===== src/rtl/mem_arbiter_pkg.sv =====
// Shared types for the unified-memory arbiter: FSM states, access owner and a
// counter-width helper.
package mem_arbiter_pkg;

  typedef enum logic [1:0] {
    IDLE   = 2'd0,
    ACCESS = 2'd1,
    DONE   = 2'd2
  } arb_state_t;

  typedef enum logic {
    OWNER_FETCH = 1'b0,
    OWNER_DATA  = 1'b1
  } arb_owner_t;

  // Bits needed to hold 0..max_val, never less than one.
  function automatic int cnt_width(input int max_val);
    return (max_val < 1) ? 1 : $clog2(max_val + 1);
  endfunction

endpackage


===== src/rtl/mem_arbiter_starve_ctr.sv =====
// Saturating count of consecutive data grants made while fetch is waiting;
// at_limit tells the arbiter to hand the next slot to fetch.
module arb_starve_ctr
  import mem_arbiter_pkg::*;
#(
  parameter int STARVE_LIMIT = 4
) (
  input  logic                                clk,
  input  logic                                rst,
  input  logic                                inc,
  input  logic                                clr,
  output logic                                at_limit,
  output logic [cnt_width(STARVE_LIMIT)-1:0]  count
);

  localparam int CW = cnt_width(STARVE_LIMIT);

  assign at_limit = (count == CW'(STARVE_LIMIT));

  // Clear wins over increment; the count sticks at the limit.
  always_ff @(posedge clk or posedge rst) begin
    if (rst) begin
      count <= '0;
    end else if (clr) begin
      count <= '0;
    end else if (inc && !at_limit) begin
      count <= count + CW'(1);
    end else begin
      count <= count;
    end
  end

endmodule


===== src/rtl/mem_arbiter.sv =====
// Arbitrates fetch and load/store ports onto one single-ported memory: data
// first, fetch forced through after STARVE_LIMIT consecutive data wins.
module mem_arbiter
  import mem_arbiter_pkg::*;
#(
  parameter int ADDR_WIDTH   = 32,
  parameter int DATA_WIDTH   = 32,
  parameter int MEM_LAT      = 1,
  parameter int STARVE_LIMIT = 4
) (
  input  logic                  clk_i,
  input  logic                  rst_i,
  input  logic                  f_req_i,
  input  logic [ADDR_WIDTH-1:0] f_addr_i,
  output logic                  f_gnt_o,
  output logic                  f_done_o,
  output logic [DATA_WIDTH-1:0] f_rdata_o,
  input  logic                  d_req_i,
  input  logic                  d_we_i,
  input  logic [ADDR_WIDTH-1:0] d_addr_i,
  input  logic [DATA_WIDTH-1:0] d_wdata_i,
  output logic                  d_gnt_o,
  output logic                  d_done_o,
  output logic [DATA_WIDTH-1:0] d_rdata_o,
  output logic [ADDR_WIDTH-1:0] mem_addr_o,
  output logic                  mem_we_o,
  output logic [DATA_WIDTH-1:0] mem_wdata_o,
  input  logic [DATA_WIDTH-1:0] mem_rdata_i
);

  localparam int LAT_W = cnt_width(MEM_LAT - 1);

  arb_state_t                        state;
  arb_state_t                        state_nxt;
  arb_owner_t                        owner;
  logic                              acc_we;
  logic [LAT_W-1:0]                  lat_cnt;
  logic                              lat_zero;
  logic                              arb_en;
  logic                              at_limit;
  logic                              f_gnt;
  logic                              d_gnt;
  logic                              any_gnt;
  logic [cnt_width(STARVE_LIMIT)-1:0] starve_count;

  assign lat_zero = (lat_cnt == '0);

  // Reset also blocks grants so nothing is accepted while rst_i is high.
  always_comb begin
    arb_en  = !rst_i && ((state == IDLE) || (state == DONE));
    d_gnt   = arb_en && d_req_i && !(at_limit && f_req_i);
    f_gnt   = arb_en && f_req_i && !d_gnt;
    any_gnt = d_gnt || f_gnt;
  end

  assign f_gnt_o = f_gnt;
  assign d_gnt_o = d_gnt;

  arb_starve_ctr #(
    .STARVE_LIMIT(STARVE_LIMIT)
  ) u_starve (
    .clk      (clk_i),
    .rst      (rst_i),
    .inc      (d_gnt && f_req_i),
    .clr      (f_gnt || (d_gnt && !f_req_i)),
    .at_limit (at_limit),
    .count    (starve_count)
  );

  // Next-state decode; DONE re-arbitrates so accesses can run back to back.
  always_comb begin
    state_nxt = state;
    case (state)
      IDLE: begin
        if (any_gnt) state_nxt = ACCESS;
        else         state_nxt = IDLE;
      end
      ACCESS: begin
        if (lat_zero) state_nxt = DONE;
        else          state_nxt = ACCESS;
      end
      DONE: begin
        if (any_gnt) state_nxt = ACCESS;
        else         state_nxt = IDLE;
      end
      default: state_nxt = IDLE;
    endcase
  end

  // State register.
  always_ff @(posedge clk_i or posedge rst_i) begin
    if (rst_i) state <= IDLE;
    else       state <= state_nxt;
  end

  // Access latch, memory bus, latency count, read capture and done pulses.
  always_ff @(posedge clk_i or posedge rst_i) begin
    if (rst_i) begin
      owner       <= OWNER_FETCH;
      acc_we      <= 1'b0;
      lat_cnt     <= '0;
      mem_addr_o  <= '0;
      mem_wdata_o <= '0;
      mem_we_o    <= 1'b0;
      f_rdata_o   <= '0;
      d_rdata_o   <= '0;
      f_done_o    <= 1'b0;
      d_done_o    <= 1'b0;
    end else begin
      mem_we_o <= 1'b0;
      f_done_o <= (state == ACCESS) && lat_zero && (owner == OWNER_FETCH);
      d_done_o <= (state == ACCESS) && lat_zero && (owner == OWNER_DATA);
      if (any_gnt) begin
        owner      <= d_gnt ? OWNER_DATA : OWNER_FETCH;
        acc_we     <= d_gnt && d_we_i;
        mem_we_o   <= d_gnt && d_we_i;
        mem_addr_o <= d_gnt ? d_addr_i : f_addr_i;
        lat_cnt    <= LAT_W'(MEM_LAT - 1);
        if (d_gnt) mem_wdata_o <= d_wdata_i;
        else       mem_wdata_o <= mem_wdata_o;
      end else if (state == ACCESS) begin
        if (!lat_zero) begin
          lat_cnt <= lat_cnt - LAT_W'(1);
        end else if (owner == OWNER_FETCH) begin
          f_rdata_o <= mem_rdata_i;
        end else if (!acc_we) begin
          d_rdata_o <= mem_rdata_i;
        end else begin
          d_rdata_o <= d_rdata_o;
        end
      end else begin
        lat_cnt <= lat_cnt;
      end
    end
  end

endmodule

===== config.mk =====
export PLATFORM = sky130hd
export DESIGN_NAME = mem_arbiter
export DESIGN_NICKNAME = d
export VERILOG_FILES = /design/src/rtl/mem_arbiter_pkg.sv /design/src/rtl/mem_arbiter_starve_ctr.sv /design/src/rtl/mem_arbiter.sv
export SDC_FILE = /design/constraint.sdc
export NUM_CORES = 1
export LEC_CHECK = 0
export CORE_MARGIN = 2
export CORE_UTILIZATION = 45
export DETAILED_ROUTE_END_ITERATION = 12
export PLACE_DENSITY = 0.91
export SLEW_MARGIN = 20
export SYNTH_ARGS = -nofsm -noshare
export SYNTH_HDL_FRONTEND = slang
export SYNTH_SLANG_ARGS = --single-unit

===== constraint.sdc =====
create_clock -name clk_i -period 11.58 [get_ports clk_i]
set_clock_uncertainty 0.05 [all_clocks]
set_input_delay 1.158 -clock clk_i [delete_from_list [all_inputs] [get_ports clk_i]]
set_output_delay 1.158 -clock clk_i [all_outputs]
set_load 0.005 [all_outputs]

==> reports/qor.yml <==
pwr:
  power_density_mw_per_mm2: 196
  leakagePower_nw: 3.83
  peakVddDrop_v: 0.0000744
  p_total_w: 0.00178
synth:
  synth_fp_nets: 507
  synthCells: 372
  syn_area_mm2: 0.00571
  synth_warnings: 0
  yosysSeqAreaShare: 0.605
  synth_seq_cells: 138
  avgSynthCellArea_um2: 15.3
  synth_cell_type_count: 31
hold_path:
  min_path_type: "reg2reg"
  holdCritStartpoint: "state[1]"
critical_path:
  endpoint: "d_gnt_o"
  cp.depth: 6
  regToRegSetupSlack_ps: 9270
  crit_start: "rst_i"
  worstSetupPathType: "in2out"
  cp.arrival_ps: 3650
  slowest_stage: "clkdlybuf4s50_1"
  crit_family: "buffers and inverters"
  startpoint_type: "input port"
  cp_common_cell: "clkdlybuf4s50_1"
  cp.required_ps: 10370
  crit_chain: "clkdlybuf4s50_1 -> nor2_2 -> buf_4 -> nand3_4 -> inv_4 -> clkdlybuf4s50_1"
  endpoint_kind: "output port"
  cp_slowest_stage_delay_ps: 650
  cp_max_fo: 61
  crit_buf_inv: 4
  r2r_start: "state[0]"
  regToRegEndpoint: "mem_wdata_o[17]"
  reg2regPathDepth: 5
clock_network:
  cts_tree: "built"
  clkLatencyLatePin_ps: 410
  cts.clk_slew.worst_paths_ps: 50
  cts_sinks: 138
  cts_made_buffers: 17
  cts-hold-fix-buffers: 0
  post_cts_buffers: 0
  htreeDepth: 4
  cts_resized: 0
  root_buffer: "clkbuf_16"
  cts_buffer_depth: 2
final_layout:
  drive_above_1_share: 0.114
  final_area_mm2: 0.00907
  final_cells: 819
  area_growth_pct: 59.0
  fillers: 811
  nets: 769
  n_antenna_cell: 0
run_status:
  status: "finished clean"
timing:
  tightest_slew_ps: 1020
  setup_viol_count_final: 0
  maxSlewViolCount: 0
  rsz0062_at_grt: "false"
  whs_ps: 403
  fin_crit_sh: 0.420
  fin_crit_ps: 4860
  max_freq_ghz: 0.206
  relSlewSlack: 0.322
  hold_violations: 0
  tns_ps: 0
global_route:
  grt_pass1_vias: 4486
  grt_pass1_wl_mm: 23.0
  overflow: 0
  grt_usage: 0.222
  grt_antenna_before_repair: 0
  grt_max_degree: 86
floorplanning:
  die_w_um: 117
  io_pins: 266
  start_util: 0.456
  dieHeight_um: 117
  dieArea_mm2: 0.0136
  core_area_mm2: 0.0125
  rows: 41
place:
  port_buffers: 265
  routabilityCongestion: 0.805
  dpl_cell_area_mm2: 0.00842
  placed_cells: 787
  hpwl_mm: 11.0
drt:
  via_per_inst: 5.22
  firstDrtPassIters: 4
  drc: 0
  drtIter0Drc: 213
  wire_per_inst_um: 18.6
  vias: 4272
  postRouteAntennaNets: 0
  wirelength_mm: 15.3
run:
  cap_violations: 0
layout by cell type (no fill, tap or decap):
cell,count
a211oi_4,1
a21boi_0,23
a21o_1,1
a21oi_1,1
a221o_1,23
a22o_1,2
a31o_1,1
a32o_1,2
and2_1,1
and3_1,1
and3b_1,1
buf_4,2
buf_6,1
bufinv_16,4
clkbuf_1,1
clkbuf_16,17
clkbuf_8,4
clkdlybuf4s50_1,265
clkinv_2,2
clkinv_4,3
clkinvlp_4,1
dfrtp_1,138
ha_1,2
inv_1,12
inv_2,1
inv_4,1
inv_6,1
mux2_1,66
mux2_4,30
nand2_1,1
nand3_4,2
nor2_1,1
nor2_2,2
nor2b_1,2
nor2b_2,1
nor2b_4,1
o2111ai_1,9
o211ai_1,9
o21ai_0,9
or2_1,2
state kept, by name (all words and copies together), names as in the netlist:
| signal | cells |
|---|---|
| mem_addr_o | 32 |
| f_rdata_o | 32 |
| acc_we | 1 |
| mem_we_o | 1 |
| d_done_o | 1 |
| mem_wdata_o | 32 |
| d_rdata_o | 32 |
| state | 2 |
| u_starve.count | 3 |
| f_done_o | 1 |
| owner | 1 |
worst register-to-register path, cell delays in order, from the launching register on:
cell	delay, ps
dfrtp_1	420
nor2_2	100
buf_4	350
nand3_4	210
inv_4	620
mux2_4	450
Yosys cell counts (all sizes together):
cell type,count,share of area
and2,1,0.0011
a21o,1,0.0013
clkbuf,4,0.0026
ha,2,0.0044
inv,15,0.010
a32o,2,0.0035
buf,21,0.031
nand3,2,0.0061
dfrtp,138,0.60
and3b,1,0.0015
o21ai,9,0.0079
a221o,23,0.040
nor2,3,0.0028
nor2b,4,0.0044
a211oi,1,0.0035
a21oi,1,0.00088
or2,2,0.0022
nand2,1,0.00066
and3,1,0.0011
mux2,96,0.21
a21boi,23,0.030
o2111ai,9,0.014
a31o,1,0.0015
o211ai,9,0.012
a22o,2,0.0031
layout make-up:
class / count / area, um^2 / share of cell area
Clock buffer: 22 / 484 / 0.0534
Clock inverter: 10 / 164 / 0.0181
Inverter: 15 / 63.8 / 0.00703
Multi-Input combinational cell: 194 / 2020 / 0.222
Sequential cell: 138 / 3450 / 0.381
Tap cell: 172 / 215 / 0.0237
Timing Repair Buffer: 268 / 2680 / 0.295
stage by stage:
step           setup WS [ps]   util
6_report                6720  0.725
5_1_grt                 6550  0.725
4_1_cts                 6680  0.725
3_5_place_dp            6690  0.673
3_3_place_gp            6780  0.673
2_1_floorplan           6680      -
kinds of logic after synthesis:
family | count (synthesis) | share of synthesized area
flops | 138 | 0.605
mux | 96 | 0.209
compound gates | 81 | 0.118
buf+inv | 40 | 0.0438
simple gates | 15 | 0.0199
fa+ha+maj | 2 | 0.00438
worst min-delay path by stage:
stage                           to  depth (start not counted)  slack, ps
after floorplan           state[1]                          1        350
after global routing      state[1]                          1        430
final                     state[1]                          1        400
after detailed placement  state[1]                          1        390
after CTS                 state[1]                          1        400
after global placement    state[1]                          1        370
power by group:
group	total, W	internal, W	switching [W]	leakage [nW]
logic	0.000512	0.000354	0.000158	1.85
registers	0.000688	0.000615	0.0000730	1.66
clock network	0.000583	0.000384	0.000199	0.316
layer usage:
metal  routed length, um  global-route usage  share of wire  vias to the layer above
met5                   0                   0              0                        -
met1                5780               0.256           0.38                     2105
met2                7700               0.373           0.50                      228
li1                    -                   -              -                     1898
met4                 494               0.115          0.032                        0
met3                1300              0.0701          0.085                       41
No activity file was read; power rests on OpenSTA's default activity.
==> edit: new RTL, config.mk and constraints unchanged <==
Encoding of `arb_state_t`: now one-hot (3 bits for 3 states).
--- a/src/rtl/mem_arbiter_pkg.sv
+++ b/src/rtl/mem_arbiter_pkg.sv
@@ -3,8 +3,8 @@
 package mem_arbiter_pkg;
 
-  typedef enum logic [1:0] {
-    IDLE   = 2'd0,
-    ACCESS = 2'd1,
-    DONE   = 2'd2
+  typedef enum logic [2:0] {
+    IDLE   = 3'b001,
+    ACCESS = 3'b010,
+    DONE   = 3'b100
   } arb_state_t;
 
Check against the original RTL: same outputs for any inputs over 4 cycles, from zero or initial values and one cycle with rst_i high; so few cycles prove little.
==> edit against the original RTL <==
Utilization grew 1.9 points; setup slack gained 0.42 ns; first-iteration DRC count increased by 67%; total power increased by 31%; design area shrank 0.26%; wire length is 1.5% lower; highest routed layer unchanged; critical path type unchanged; cell count is 5.9% higher; non-clock buffer count up 1; sequential cell count up 1; area after synthesis is 0.83% lower.
==> edit: results (changes against the original RTL) <==
Critical Path AT: 3.23 ns (was 3.65 ns)
placed cell count: 835 (was 787)
most frequent cells after synthesis: dfrtp_1 (138), inv_1 (101), mux2_2 (89) (was dfrtp_1 (138), mux2_1 (66), mux2_4 (30))
worst reg-to-reg setup slack: 9.20 ns (was 9.27 ns)
FILL cells: 783 (was 811)
GP Congestion: 0.8142 (was 0.8053)
max layer used: met4 (unchanged)
drt pass-1 iters: 8 (was 4)
met2 usage: 41.09% (was 37.29%)
Mapped Avg Cell Area: 13.48 µm² (was 15.35 µm²)
relative slew slack: 35.62% (was 32.22%)
via count: 4319 (was 4272)
R2R cell count: 5 (unchanged)
met3 Usage GRT: 7.058% (was 7.006%)
Pleak: 4.196 nW (was 3.828 nW)
syn_nets: 555 (was 507)
total wire length: 15050 µm (was 15270 µm)
Critical Path Max Stage Delay: 0.58 ns (was 0.65 ns)
met1 Usage GRT: 24.75% (was 25.64%)
top post-synthesis cells by area: dfrtp_1 (61%), mux2_2 (18%), inv_1 (6.7%) (was dfrtp_1 (60%), mux2_1 (13%), mux2_4 (7.9%))
hold slack final: 0.4318 ns (was 0.4029 ns)
DR WL met2: 7984 µm (was 7695 µm)
nets: 821 (was 769)
vias in the first global route: 4595 (was 4486)
R2R Path Start: state[0] (unchanged)
Starting DRT DRC Count: 356 (was 213)
status: complete, no violations (unchanged)
sequential share of the synthesized area: 61.46% (was 60.49%)
Post-DP HPWL: 10810 µm (was 11020 µm)
Routed met1 length: 5442 µm (was 5784 µm)
pin count of the biggest net entering global routing: 81 (was 86)
reg2reg end: mem_wdata_o[25] (was mem_wdata_o[17])
peak supply drop: 0.0001181 V (was 0.00007438 V)
Place WS: 7.153 ns (was 6.688 ns)
largest fanout on the critical path: 33 (was 61)
overall routing resource usage: 22.91% (was 22.20%)
Worst Hold Launch: mem_wdata_o[12] (was state[1])
layout cells sized above 1: 18.74% (was 11.44%)
Hold EP: mem_wdata_o[12] (was state[1])
first-pass GRT wire length: 23320 µm (was 22980 µm)
WL met3: 1205 µm (was 1297 µm)
Vias/cell: 4.982 (was 5.216)
## edit: layout make-up
| cell class | instances | area [µm²] | share of cell area [%] |
|---|---|---|---|
| clock buffer | 21 | 470.5 | 5.198 |
| clock inverter | 11 | 187.7 | 2.074 |
| inverter | 102 | 387.9 | 4.285 |
| multi-input combinational | 157 | 1629 | 18.00 |
| sequential | 139 | 3480 | 38.44 |
| tap | 168 | 210.2 | 2.322 |
| timing repair buffer | 269 | 2686 | 29.68 |
## edit: power breakdown
part	internal (mW)	total (mW)	switching (mW)	leakage, nW
combinational	0.598	0.880	0.282	2.20
sequential	0.725	0.858	0.133	1.67
clock	0.399	0.594	0.195	0.328
total	1.72	2.33	0.610	4.20
## edit: kinds of logic after synthesis
logic type,count (synthesis),share of synthesized area [%]
flip-flops,139,61.46
multiplexers,96,19.09
XOR/XNOR,2,0.3094
AO/OA/AOI/OAI,39,7.006
AND/OR/NAND/NOR,18,1.768
buffers and inverters,124,9.922
adder cells (fa/ha/maj),2,0.4419
## edit: critical path: cells and delay by family
| kind | cells | cell delay, ns |
|---|---|---|
| compound gates | 1 | 0.28 |
| buf+inv | 3 | 1.46 |
| simple gates | 1 | 0.32 |
## edit: worst max path at each step
stage | from | depth (start not counted) | slack [ns] | endpoint
global placement | rst_i | 5 | 7.18 | f_gnt_o
detailed placement | rst_i | 5 | 7.15 | f_gnt_o
finish | rst_i | 5 | 7.14 | f_gnt_o
global route | rst_i | 5 | 7.08 | f_gnt_o
floorplan | rst_i | 1 | 6.65 | acc_we
CTS | rst_i | 5 | 7.15 | f_gnt_o
## edit: stage by stage
step	cell area [µm²]	util (%)
after detailed placement	8388	68.97
after global placement	8388	68.97
final	9051	74.42
after global routing	9051	74.42
after floorplan	5662	-
after CTS	9046	74.38
